### src/rtl/pe_vnu_block.sv
// LDPC PE memory block: intrinsic/decision storage plus the J-input variable-node update pass.
// Optional build macro PE_VNU_DEC_CHANGE_EN adds the per-pass decision-flip counter.
module pe_vnu_block #(
  parameter int J             = 3,
  parameter int ADDR_WIDTH    = 5,
  parameter int MESSAGE_WIDTH = 5
) (
  input  logic                            clk,
  input  logic                            rst,
  input  logic                            load_valid,
  input  logic [ADDR_WIDTH-1:0]           load_add_in,
  input  logic [MESSAGE_WIDTH-1:0]        int_in,
  input  logic                            start,
  input  logic                            cnu_valid,
  input  logic [J*MESSAGE_WIDTH-1:0]      cnu_data_in,
  output logic                            vnu_valid,
  output logic [ADDR_WIDTH-1:0]           vnu_add_out,
  output logic [J*MESSAGE_WIDTH-1:0]      vnu_data_out,
  output logic                            dec_out,
  output logic                            busy,
  output logic                            done,
  input  logic [ADDR_WIDTH-1:0]           read_add_in,
  output logic                            dec_rd,
  output logic [ADDR_WIDTH:0]             dec_changes
);

  localparam int RAM_DEPTH = 1 << ADDR_WIDTH;
  localparam int MW        = MESSAGE_WIDTH;
  localparam int TW        = MW + $clog2(J + 1) + 1;

  localparam logic [ADDR_WIDTH-1:0] LAST_COL = {ADDR_WIDTH{1'b1}};
  localparam logic signed [TW-1:0]  SAT_HI   = TW'((1 << (MW - 1)) - 1);
  localparam logic signed [TW-1:0]  SAT_LO   = -SAT_HI;

  localparam logic [1:0] S_IDLE  = 2'd0;
  localparam logic [1:0] S_RUN   = 2'd1;
  localparam logic [1:0] S_FLUSH = 2'd2;

  // Symmetric clamp: the most negative code is never emitted.
  function automatic logic signed [MW-1:0] sat_msg(input logic signed [TW-1:0] v);
    if (v > SAT_HI) begin
      return SAT_HI[MW-1:0];
    end else if (v < SAT_LO) begin
      return SAT_LO[MW-1:0];
    end else begin
      return v[MW-1:0];
    end
  endfunction

  logic [1:0]                state;
  logic [ADDR_WIDTH-1:0]     cnt;
  logic                      accept;

  logic signed [MW-1:0]      int_ram [RAM_DEPTH];
  logic [RAM_DEPTH-1:0]      dec_mem;

  logic                      vld_p0;
  logic [J*MW-1:0]           msg_p0;
  logic signed [MW-1:0]      int_p0;
  logic [ADDR_WIDTH-1:0]     addr_p0;

  logic signed [TW-1:0]      total_c;
  logic [J*MW-1:0]           ext_c;
  logic                      dec_c;

  assign accept = (state == S_RUN) && cnu_valid;
  assign busy   = (state != S_IDLE);

  always_ff @(posedge clk) begin
    if (rst) begin
      state <= S_IDLE;
      cnt   <= '0;
    end else begin
      case (state)
        S_IDLE: begin
          if (start) begin
            state <= S_RUN;
            cnt   <= '0;
          end
        end
        S_RUN: begin
          if (cnu_valid) begin
            cnt <= cnt + 1'b1;
            if (cnt == LAST_COL) begin
              state <= S_FLUSH;
            end
          end
        end
        S_FLUSH: begin
          if (done) begin
            state <= S_IDLE;
          end
        end
        default: state <= S_IDLE;
      endcase
    end
  end

  // A write coinciding with start lands before the first RUN-cycle read.
  always_ff @(posedge clk) begin
    if ((state == S_IDLE) && load_valid) begin
      int_ram[load_add_in] <= int_in;
    end
  end

  // ---- stage p0: capture column, read intrinsic ----
  always_ff @(posedge clk) begin
    if (rst) begin
      vld_p0 <= 1'b0;
    end else begin
      vld_p0 <= accept;
    end
  end

  always_ff @(posedge clk) begin
    if (accept) begin
      msg_p0  <= cnu_data_in;
      int_p0  <= int_ram[cnt];
      addr_p0 <= cnt;
    end
  end

  always_comb begin
    total_c = TW'(int_p0);
    for (int i = 0; i < J; i++) begin
      total_c = total_c + TW'(signed'(msg_p0[i*MW +: MW]));
    end
    ext_c = '0;
    for (int i = 0; i < J; i++) begin
      ext_c[i*MW +: MW] = sat_msg(total_c - TW'(signed'(msg_p0[i*MW +: MW])));
    end
    dec_c = total_c[TW-1];
  end

  // ---- stage p1: registered results ----
  always_ff @(posedge clk) begin
    if (rst) begin
      vnu_valid    <= 1'b0;
      done         <= 1'b0;
      vnu_add_out  <= '0;
      vnu_data_out <= '0;
      dec_out      <= 1'b0;
    end else begin
      vnu_valid <= vld_p0;
      done      <= vld_p0 && (addr_p0 == LAST_COL);
      if (vld_p0) begin
        vnu_add_out  <= addr_p0;
        vnu_data_out <= ext_c;
        dec_out      <= dec_c;
      end
    end
  end

  // Read port samples before the write, so a same-address collision returns the old bit.
  always_ff @(posedge clk) begin
    if (rst) begin
      dec_mem <= '0;
      dec_rd  <= 1'b0;
    end else begin
      if (vld_p0) begin
        dec_mem[addr_p0] <= dec_c;
      end
      dec_rd <= dec_mem[read_add_in];
    end
  end

`ifdef PE_VNU_DEC_CHANGE_EN
  logic                  dec_old_p0;
  logic [ADDR_WIDTH:0]   dec_cnt;

  // Each column is visited once per pass, so this read never races its own write.
  always_ff @(posedge clk) begin
    if (accept) begin
      dec_old_p0 <= dec_mem[cnt];
    end
  end

  always_ff @(posedge clk) begin
    if (rst) begin
      dec_cnt <= '0;
    end else if ((state == S_IDLE) && start) begin
      dec_cnt <= '0;
    end else if (vld_p0 && (dec_c != dec_old_p0)) begin
      dec_cnt <= dec_cnt + 1'b1;
    end
  end

  assign dec_changes = dec_cnt;
`else
  assign dec_changes = '0;
`endif

endmodule

### config.mk
export PLATFORM = sky130hd
export DESIGN_NAME = pe_vnu_block
export DESIGN_NICKNAME = d
export VERILOG_FILES = /design/src/rtl/pe_vnu_block.sv
export SDC_FILE = /design/constraint.sdc
export NUM_CORES = 1
export LEC_CHECK = 0
export ABC_AREA = 1
export BUFFER_PORTS_ARGS = -buffer_cell sky130_fd_sc_hd__buf_4
export CAP_MARGIN = 10
export CORE_MARGIN = 2
export CORE_UTILIZATION = 35
export CTS_CLUSTER_DIAMETER = 30
export DETAILED_ROUTE_END_ITERATION = 10
export HOLD_SLACK_MARGIN = 0.06
export PLACE_DENSITY = 0.48
export SLEW_MARGIN = 5
export SYNTH_ARGS = -nofsm -noshare
export SYNTH_HDL_FRONTEND = slang
export SYNTH_SLANG_ARGS = --single-unit
export TNS_END_PERCENT = 30
### constraint.sdc
create_clock -name clk -period 5.2 [get_ports clk]
set_clock_uncertainty 0.2 [all_clocks]
set_input_delay 1.04 -clock clk [delete_from_list [all_inputs] [get_ports clk]]
set_output_delay 1.04 -clock clk [all_outputs]
set_load 0.02 [all_outputs]
== Word-level counts from Yosys, hierarchy flattened ==
Memory sizes are Yosys's and may differ from the RTL's. A register that Yosys moved wholly into a read port is not among the register bits.
Cells that the tools add are included.
Widths: inputs -> output; s select.
Word-level totals
  register bits after elaboration: 84
  RAM bits: 160
  input bits: 35
  output and inout port bits: 31
  memories kept: 1
Memory list
  int_ram: words 32, width 5, rd ports 1, clocked after memory_dff 1, wr ports 1, line 54  | logic signed [MW-1:0] int_ram [RAM_DEPTH];
Cells by class
  add/subtract/negate cells: 7
  $lt $le $gt $ge: 9
  equal/unequal tests: 8
  mux-type cells: 21
  reductions and logical operators: 9
Operators by type and width (count)
  $mux 5: 8
  $bwmux 32: 1
  $gt 8x5->1 const B: 3
  $lt 8x5->1 const B: 3
  $sub 8x5->8: 3
  $lt 5x6->1 const B: 2
  $eq 5x5->1 const B: 2
  $pmux 5 s2: 1
  $add 7x5->8: 1
  $mux 2: 4
  $add 6x5->7: 1
  $add 5x5->6: 1
  $ne 2x2->1 const B: 3
  $pmux 2 s3: 1
  $add 5x1->5 const B: 1
  $bmux 1 s5: 1
  $demux 1 s5: 1
  $ge 5x1->1 const B: 1
  $logic_and 1x1->1: 4
  $mux 1: 4
  $reduce_and 4->1: 1
  $reduce_bool 2->1: 2
  $reduce_and 3->1: 1
  $eq 2x1->1 const B: 1
  other kinds (3): 3

== Longest topological paths before layout ==
Gate-level depths: netlist (run 1).
  depth after elaboration: 7
  mapped depth: 23

== Worst setup path before layout (run 1) ==
Ideal clock, no wire load.
  path type: reg2reg
  start: register msg_p0[6]
  end: register vnu_data_out[0]
  arrival: 3570 ps
  required time: 4883 ps
  path slack: 1313 ps
  cell stages (with the launch flop): 24
  path through: edfxtp_1 inv_1 fa_1 fa_1 inv_1 ha_1 fa_1 nand3_1 nand3_2 xnor2_1 inv_1 ha_1 nand2_1 inv_1 nand3_1 nand3_1 nand2_1 nand2_1 inv_1 nand3_1 nand2_4 nand2_1 nor2_1 nor2_1
On the way
  longest elaborated chain between the ends: 6
  elaborated cells on any way between the ends: 7
  those cells by class: add/sub (3); order compare (2); mux (2)
Ends and longest elaborated chain
  start, declared: line 58  | logic [J*MW-1:0] msg_p0;
  start signal, assigned: line 117  | msg_p0 <= cnu_data_in;
  $add 6x5->7 (*): line 126  | total_c = total_c + TW'(signed'(msg_p0[i*MW +: MW]));
  $add 7x5->8 (*): line 126
  $sub 8x5->8 (*): line 130  | ext_c[i*MW +: MW] = sat_msg(total_c - TW'(signed'(msg_p0[i*MW +: MW])));
  $lt 8x5->1: line 43  | end else if (v < SAT_LO) begin
  $mux 5: line 43
  $mux 5 (*): line 41  | if (v > SAT_HI) begin
  end signal, assigned: line 148  | vnu_data_out <= ext_c;
  end, declared: line 18  | output logic [J*MESSAGE_WIDTH-1:0] vnu_data_out,
Every way passes the cells marked *; elsewhere a longest branch is shown, timed or not.
A chain may end at the register's enable or synchronous reset.

== Final worst setup path (run 1) ==
  start: register msg_p0[8]
  end: register vnu_data_out[5]
On the way
  longest elaborated chain between the ends: 6
  elaborated cells on any way between the ends: 7
  those cells by class: add/sub (3); order compare (2); mux (2)
Ends and longest elaborated chain (line)
  $add 6x5->7: 126
  $add 7x5->8: 126
  $sub 8x5->8 (*): 130
  $lt 8x5->1: 43
  $mux 5: 43
  $mux 5 (*): 41
Marks and branches as above.

==> out/results.tsv, run 1 <==
metric	value	unit
die_area	0.0355	mm²
antennaDiodeCount	0	
core_region_area	0.0335	mm²
p_int	4.98	mW
grt_usage	17.4	%
clkSinkCount	249	
viasPerCell	4.80	
routed_wl	30000	µm
finalHoldViolCount	0	
antenna_found_initial	0	
dr.pass1.iters	5	
ctsHoldBuffers	0	
hold_path.class	reg -> reg	
whs	0.253	ns
cts_setup_buffers	0	
p_leak	5.97	nW
cts_max_level	2	
area.growth.synth_to_final	23.1	%
seq_area	0.00684	mm²
dp_cells	1718	
end_kind	flip-flop	
final_util	43.7	%
vias	8753	
start_util	35.5	%
ys_ff_latch	249	
grt_pass1_vias	8663	
grt_pass1_wl	48400	µm
period_needed	4.30	ns
final_layout_size_suffix_gt1_share	14.1	%
p_switching	2.15	mW
fmax	0.233	GHz
ant_nets	0	
critPathRequiredTime	5.44	ns
ys_types	40	
max_slew.worst_pin.slew	0.915	ns
synth.avg_cell_area	9.52	µm²
dp_hpwl	19600	µm
worstPathMaxFanout	4	
root_buffer	clkbuf_16	
power_frac_comb	21.0	%
synth-edff-count	185	
clock_latency	0.59	ns
grt_start_max_net_pins	84	
setup_viol	0	
synthTopCellsByCount	nand2_1, edfxtp_1, nor2_1	
wl_per_cell	16.5	µm
ctsResizeCount	0	
worst_slack	0.903	ns
maxCapViolCount	0	
clkPwrFrac	48.2	%
switching_share	30.2	%
path_class	reg -> reg	
period_share	82.6	%
io_pins	66	
start_kind	flip-flop	
multi_input_area	0.00429	mm²
ys_warn_count	0	
portBuffers	59	
numCtsBuffers	57	
ys_top_cells_by_area	edfxtp_1, dfxtp_1, nand2_1	
fp-row-count	67	
slew_viol_final	0	
arrival	4.53	ns
dieWidth	188	µm
drt_iter0_drc	470	
fin_nets	1408	
yosysSeqAreaShare	57.5	%
syn_area	0.0119	mm²
grt-ovfl-total	0	
cts_tree	built	
syn_inst	1249	
clk_pin_slew	0.05	ns
max-slew-margin-rel	39.0	%
synth_most_common_cell	nand2_1	
cts_buffer_depth	3	
seqPwrFrac	30.8	%
finalNonFillerCells	1825	
p_total	7.13	mW
vdd_drop_max	0.319	mV
synth_top_area_cell	edfxtp_1	
status	finished, final reports clean	
place_congestion	0.794	
synthArstFlopShare	0	%
powerDensity	487	mW/mm²
drcViolationCount	0	
fp.dieH	188	µm
tns	0	ns
placed_area	0.0127	mm²
final_area	0.0146	mm²
yosysTopAreaCellShare	46.7	%
n_fill_cell	3251	
dp_slack	0.970	ns
synth_ff_type	edfxtp_1	
rsz0062_at_grt	no	
## cells by family (layout without fill, tap and decap cells)
logic type,count (synthesis),count (layout),share of synthesized area [%]
adder cells (fa/ha/maj),44,44,5.51
multiplexers,3,3,0.253
buffers and inverters,199,322,6.63
XOR/XNOR,7,7,0.516
AO/OA/AOI/OAI,237,237,11.3
other,1,6,0.0315
flip-flops,249,249,57.5
AND/OR/NAND/NOR,509,509,18.3
## state kept, by name, indices dropped and copies added, names as in the netlist, 2 cells and up
signal,flops
addr_p0,5
cnt,5
dec_mem,32
int_p0,5
int_ram,160
msg_p0,15
state,2
vnu_add_out,5
vnu_data_out,15
## placed cells by master, fill, tap and decap left out, types with 13 or more instances in the layout
| cell | netlist | layout |
|---|---|---|
| nand2_1 | 242 | 242 |
| o21ai_0 | 135 | 135 |
| edfxtp_1 | 185 | 185 |
| o22ai_1 | 24 | 24 |
| nand3_1 | 61 | 61 |
| o221ai_1 | 22 | 22 |
| nor3_1 | 13 | 13 |
| fa_1 | 14 | 14 |
| nor2_1 | 152 | 151 |
| ha_1 | 30 | 30 |
| clkinv_2 | 0 | 17 |
| clkbuf_16 | 0 | 57 |
| a21oi_1 | 30 | 30 |
| dfxtp_1 | 64 | 63 |
| inv_1 | 144 | 144 |
| buf_4 | 6 | 65 |
## critical path, cell delays in order, from the launching register on
cell	delay, ns
edfxtp_1	0.35
inv_1	0.11
fa_1	0.45
fa_1	0.51
inv_1	0.04
ha_1	0.34
a21oi_1	0.16
nand2_1	0.11
nand2_1	0.07
nand2_1	0.05
a21oi_1	0.14
xor2_1	0.35
ha_1	0.35
a21oi_1	0.18
o21ai_0	0.11
a21oi_1	0.17
nand3_1	0.14
nand3_2	0.12
nand2_1	0.05
nor2_1	0.09
nor2_1	0.04
## per-layer routing
metal | global-route usage, % | vias up | share of wire (%)
li1 | - | 4416 | -
met1 | 23.1 | 4055 | 46
met2 | 28.2 | 227 | 46
met3 | 3.45 | 55 | 5.8
met4 | 6.43 | 0 | 2.6
met5 | 0 | - | 0
## final timing paths
check,startpoint,end,slack [ns],cells past startpoint
worst min-delay path,vnu_add_out[3],vnu_add_out[3],0.25,2
worst max-delay path,msg_p0[8],vnu_data_out[5],0.90,20
worst min register to register,vnu_add_out[3],vnu_add_out[3],0.25,2
worst max register to register,msg_p0[8],vnu_data_out[5],0.90,20
## final cells by class
cell class              instances  share of cell area, %
clock inverters                35                   2.45
clock buffers                  72                   10.5
well taps                     448                   3.83
repair buffers                 65                   3.33
flip-flops and latches        249                   46.7
multi-input cells             806                   29.3
inverters                     150                   3.85
## power groups by stage
stage | logic [mW] | registers, mW | clock network (mW)
after floorplan | 1.13 | 2.23 | 0
after global placement | 1.51 | 2.23 | 0
after detailed placement | 1.51 | 2.23 | 0
after CTS | 1.52 | 2.19 | 3.50
after global routing | 1.73 | 2.19 | 3.62
final | 1.50 | 2.19 | 3.44
Note: power is estimated with default switching activity, not from simulation.
==> inputs of run 2 (changes only) <==
Settings changed: ABC_AREA 1 to 0.
Clock period 5.2 ns to 4.33 ns, I/O delays scaled along.
==> run 2 against run 1 <==
The run now ends with negative setup slack left. Largest cell class unchanged. Worst hold slack got worse by 0.0094 ns. Critical path type unchanged. Flip-flop and latch count is the same. Worst setup slack got worse by 0.96 ns. Clock power rose by 26%. Area after synthesis fell by 3.5%. Sequential share of layout area decreased by 1.2 points. Non-clock buffer count rose by 66. Critical path depth is 2 lower. Cell count down 19%.
==> out/results.tsv, run 2 <==
metric	value	unit
status	finished, violations left	
violations	negative setup slack	
place_congestion	0.783	
period_share	101	%
layout_commonest_cell	edfxtp_1	
die_area	0.0343	mm²
largest_reg_flops	160	
synth_most_common_cell	edfxtp_1	
dieWidth	185	µm
synth_ff_type	edfxtp_1	
grt_pass1_wl	41700	µm
cts_max_level	2	
yosysSeqAreaShare	59.6	%
clock_latency	0.60	ns
viasPerCell	4.91	
grt-ovfl-total	0	
worst_slack	-0.0587	ns
p_leak	5.33	nW
whs_endpoint	msg_p0[13]	
fp-row-count	66	
io_pins	66	
start_kind	flip-flop	
portBuffers	59	
slew_viol_final	0	
grt_pass1_vias	7516	
hold_start	cnu_data_in[13]	
drcViolationCount	0	
core_region_area	0.0324	mm²
ys_top_cells_by_area	edfxtp_1, mux4_2, dfxtp_1	
finalNonFillerCells	1473	
hold_path.class	in -> reg	
slowest_stage	fa_1	
worstReg2RegStart	msg_p0[12]	
top_register	int_ram	
synth.avg_cell_area	13.9	µm²
worstHoldPathCells	1	
top_regs	int_ram: 160 flops, dec_mem: 32 flops	
period_needed	4.39	ns
vias	7226	
powerDensity	583	mW/mm²
synth_top_area_cell	edfxtp_1	
numCtsBuffers	59	
syn_inst	827	
ctsHoldBuffers	0	
fp.dieH	185	µm
rsz0062_at_grt	yes	
grt_usage	16.0	%
end_kind	flip-flop	
critPathRequiredTime	4.61	ns
arrival	4.67	ns
crit_chain	inv_2 > fa_1 > fa_1 > inv_1 > ha_1 > a21o_1 > a21oi_2 > o21bai_1 > a21oi_2 > xnor2_2 > ha_4 > nor3b_2 > a31oi_1 > o21ai_1 > a311oi_2 > nor4_2 > mux2_4 > a311oi_2	
maxCapViolCount	0	
dp_hpwl	17300	µm
worstReg2RegEnd	vnu_data_out[5]	
syn_area	0.0115	mm²
max-slew-margin-rel	35.2	%
slowest_delay	0.48	ns
ys_types	61	
rr_worst_depth	18	
worstPathMaxFanout	4	
antenna_found_initial	0	
setup_viol	7	
vdd_drop_max	0.298	mV
yosysTopAreaCellShare	48.4	%
antennaDiodeCount	0	
cts_tree	built	
synthArstFlopShare	0	%
wl_per_cell	17.7	µm
start_util	35.5	%
fin_nets	1059	
final_util	46.5	%
ys_warn_count	0	
dp_cells	1355	
synth-edff-count	185	
dr.pass1.iters	4	
layout_common_cells	edfxtp_1, buf_4, nor2_1	
root_buffer	clkbuf_16	
max_slew.worst_pin.slew	0.970	ns
finalHoldViolCount	0	
synthTopCellsByCount	edfxtp_1, nor2_1, dfxtp_1	
path_class	reg -> reg	
r2r_slack	-0.06	ns
cts_buffer_depth	3	
drt_iter0_drc	356	
clk_pin_slew	0.05	ns
routed_wl	26100	µm
ys_ff_latch	249	
ant_nets	0	
final_layout_size_suffix_gt1_share	33.6	%
clkSinkCount	249	
fmax	0.228	GHz
area.growth.synth_to_final	31.1	%
grt_start_max_net_pins	59	
run 2: area by class of cell:
cell class / instances / area [µm²]
Timing Repair Buffer: 131 / 996
Fill cell: 2920 / 17300
Sequential cell: 249 / 6840
Multi-Input combinational cell: 505 / 4510
Tap cell: 442 / 553
Clock inverter: 46 / 458
Inverter: 34 / 128
Clock buffer: 66 / 1570
run 2: how the worst max path moves through the flow:
stage	startpoint	endpoint
6_report	msg_p0[12]	vnu_data_out[5]
3_3_place_gp	msg_p0[7]	vnu_data_out[5]
2_1_floorplan	msg_p0[1]	vnu_data_out[5]
4_1_cts	msg_p0[11]	vnu_data_out[5]
5_1_grt	msg_p0[12]	vnu_data_out[5]
3_5_place_dp	msg_p0[7]	vnu_data_out[13]
run 2: per-stage QoR:
stage                     power (mW)  TNS [ns]  hold WS [ns]  area [µm²]  worst slack [ns]
after floorplan                 3.72         0         0.231       11500           0.00216
after CTS                       8.82    -0.646         0.214       15000            -0.102
after detailed placement        4.38     -1.76         0.258       12900            -0.226
final                           8.76    -0.132         0.244       15000           -0.0587
after global routing            9.19     -3.48         0.215       15000            -0.358
after global placement          4.37     -1.23         0.253       12900            -0.172
run 2: where the power goes:
group | total, mW | leakage (nW) | internal, mW | switching, mW
clock network | 4.32 | 0.960 | 2.86 | 1.46
registers | 2.63 | 2.19 | 2.61 | 0.0251
logic | 1.81 | 2.18 | 0.883 | 0.930
total | 8.76 | 5.33 | 6.34 | 2.42
run 2: cells by family after synthesis:
family | after synthesis | share of synthesized area, %
AO/OA/AOI/OAI | 82 | 5.23
adder cells (fa/ha/maj) | 44 | 5.71
multiplexers | 81 | 13.7
XOR/XNOR | 21 | 1.73
flip-flops | 249 | 59.6
other | 1 | 0.0327
AND/OR/NAND/NOR | 271 | 11.2
buffers and inverters | 78 | 2.81
run 2: critical path: cells and delay by family (launching register included):
kind / cells / cell delay, ns
adder cells (fa/ha/maj): 4 / 1.44
AO/OA/AOI/OAI: 8 / 1.40
flip-flops: 1 / 0.37
multiplexers: 1 / 0.28
AND/OR/NAND/NOR: 2 / 0.25
XOR/XNOR: 1 / 0.20
buffers and inverters: 2 / 0.13
run 2: what timing repair did:
| action | CTS | global route |
|---|---|---|
| pin swaps | 17 | 22 |
| setup endpoints to repair | 13 | 15 |
| resized for setup | 16 | 12 |
| setup buffers | 3 | 3 |
run 2: metal layers:
layer,global-route usage [%],wire length [µm]
met1,21.0,11600
met2,26.7,12800
met3,3.38,1220
met4,5.11,520
met5,0,0
==> inputs of run 3 (changes only) <==
Clock period 4.33 ns to 4.3 ns, I/O delays scaled along.
==> run 3 against run 2 <==
The flow still finishes with violations (negative setup slack). Cell count rose by 0.20%. Sequential power barely moved. Global-route usage rose by 0.13 points. Routed wire length rose by 1.2%. Largest cell class unchanged.
==> out/results.tsv, run 3 (synthesis gave the netlist of run 2 again) <==
metric	value	unit
routed.top_layer	met4	
hold_start	cnu_data_in[6]	
hold_path.class	in -> reg	
period_share	102	%
met2_length	12900	µm
rr_worst_depth	17	
worstReg2RegStart	msg_p0[6]	
worst_slack	-0.0827	ns
start_kind	flip-flop	
rsz0062_at_grt	yes	
largest_reg_flops	160	
wl_met3	1310	µm
routed_wl	26500	µm
violations	negative setup slack	
placed_area	0.0129	mm²
ant_nets	0	
root_buffer	clkbuf_16	
dp_cells	1357	
max_slew.worst_pin.slew	0.973	ns
grt_usage	16.2	%
n_fill_cell	2947	
top_register	int_ram	
cts_buffer_depth	3	
tns	-0.301	ns
core_region_area	0.0324	mm²
p_leak	5.39	nW
dp_slack	-0.260	ns
fp.dieH	185	µm
die_area	0.0343	mm²
fp-row-count	66	
start_util	35.5	%
layout_common_cells	edfxtp_1, buf_4, nor2_1	
drcViolationCount	0	
critPathRequiredTime	4.59	ns
r2r_slack	-0.08	ns
area.growth.synth_to_final	32.3	%
dieWidth	185	µm
max-slew-margin-rel	35.0	%
grt_start_max_net_pins	59	
cts_tree	built	
path_class	reg -> reg	
final_util	46.9	%
worstReg2RegEnd	vnu_data_out[5]	
end_kind	flip-flop	
slew_viol_final	0	
period_needed	4.38	ns
portBuffers	59	
io_pins	66	
powerDensity	595	mW/mm²
grt_pass1_vias	7467	
vdd_drop_max	0.355	mV
dr.pass1.iters	4	
finalNonFillerCells	1476	
clk_pin_slew	0.05	ns
clock_latency	0.59	ns
clkSinkCount	249	
top_regs	int_ram: 160 flops, dec_mem: 32 flops	
fmax	0.228	GHz
viasPerCell	4.87	
wl_per_cell	17.9	µm
final_layout_size_suffix_gt1_share	34.9	%
antennaDiodeCount	0	
vias	7193	
ctsHoldBuffers	0	
dp_hpwl	17300	µm
fin_nets	1063	
grt-ovfl-total	0	
worstPathMaxFanout	4	
arrival	4.67	ns
numCtsBuffers	58	
worstHoldPathCells	1	
place_congestion	0.778	
layout_commonest_cell	edfxtp_1	
setup_viol	9	
final_area	0.0152	mm²
whs_endpoint	msg_p0[6]	
drt_iter0_drc	310	
cts_max_level	2	
maxCapViolCount	0	
status	finished, violations left	
drt-met1-wl	11500	µm
grt_pass1_wl	41700	µm
antenna_found_initial	0	
finalHoldViolCount	0	
-- run 3: changes by cell type in the layout (fill, tap and decap cells not counted), sizes merged --
cell,delta
clkinv,-3
bufinv,+4
buf,+5
inv,-2
clkinvlp,-2
clkbuf,+1
-- run 3: area by class of cell --
| cell class | count | area [µm²] | share of cell area, % |
|---|---|---|---|
| inverter | 34 | 128 | 0.841 |
| clock buffer | 67 | 1570 | 10.3 |
| tap | 442 | 553 | 3.64 |
| sequential | 249 | 6840 | 45.1 |
| clock inverter | 43 | 474 | 3.12 |
| multi-input combinational | 505 | 4580 | 30.2 |
| timing repair buffer | 136 | 1040 | 6.83 |
-- run 3: worst max path at each step --
stage	from	endpoint	cells after the start
after floorplan	msg_p0[7]	vnu_data_out[5]	18
after global placement	msg_p0[7]	vnu_data_out[5]	18
after detailed placement	msg_p0[7]	vnu_data_out[5]	18
after CTS	msg_p0[6]	vnu_data_out[5]	15
after global routing	msg_p0[6]	vnu_data_out[5]	18
final	msg_p0[6]	vnu_data_out[5]	17
-- run 3: per-layer routing --
layer / GRT usage [%] / vias to the layer above
li1: - / 3468
met1: 20.5 / 3529
met2: 26.9 / 145
met3: 3.32 / 51
met4: 6.83 / 0
met5: 0 / -
-- run 3: power breakdown --
group / total (mW) / internal [mW] / leakage, nW / switching [mW]
Combinational: 1.90 / 0.938 / 2.21 / 0.960
Clock: 4.48 / 3.08 / 0.990 / 1.40
Sequential: 2.65 / 2.63 / 2.19 / 0.0262
Total: 9.03 / 6.65 / 5.39 / 2.38
-- run 3: what timing repair did --
item                                   in CTS  in global routing
setup buffers                               7                  2
endpoints found under the hold margin       0                  0
setup endpoints to repair                  13                 14
pin swaps                                  20                 24
resized for setup                          20                 19
-- run 3: critical path, cell delays in order (launching register included) --
cell and delay, ns:
edfxtp_1 0.40, inv_2 0.12, fa_2 0.43, fa_1 0.49, inv_1 0.04, ha_2 0.19, fa_2 0.35, a21o_1 0.19
a211oi_2 0.26, nor2_4 0.10, ha_4 0.30, nor3b_2 0.04, a31oi_1 0.13, o21ai_1 0.10, a311oi_2 0.33, nor4_2 0.09
mux2_4 0.28, a311oi_2 0.23
-- run 3: stage by stage --
step	power [mW]	hold slack, ns
floorplan	3.75	0.231
global placement	4.42	0.250
detailed placement	4.42	0.253
CTS	9.09	0.214
global route	9.45	0.233
finish	9.03	0.249
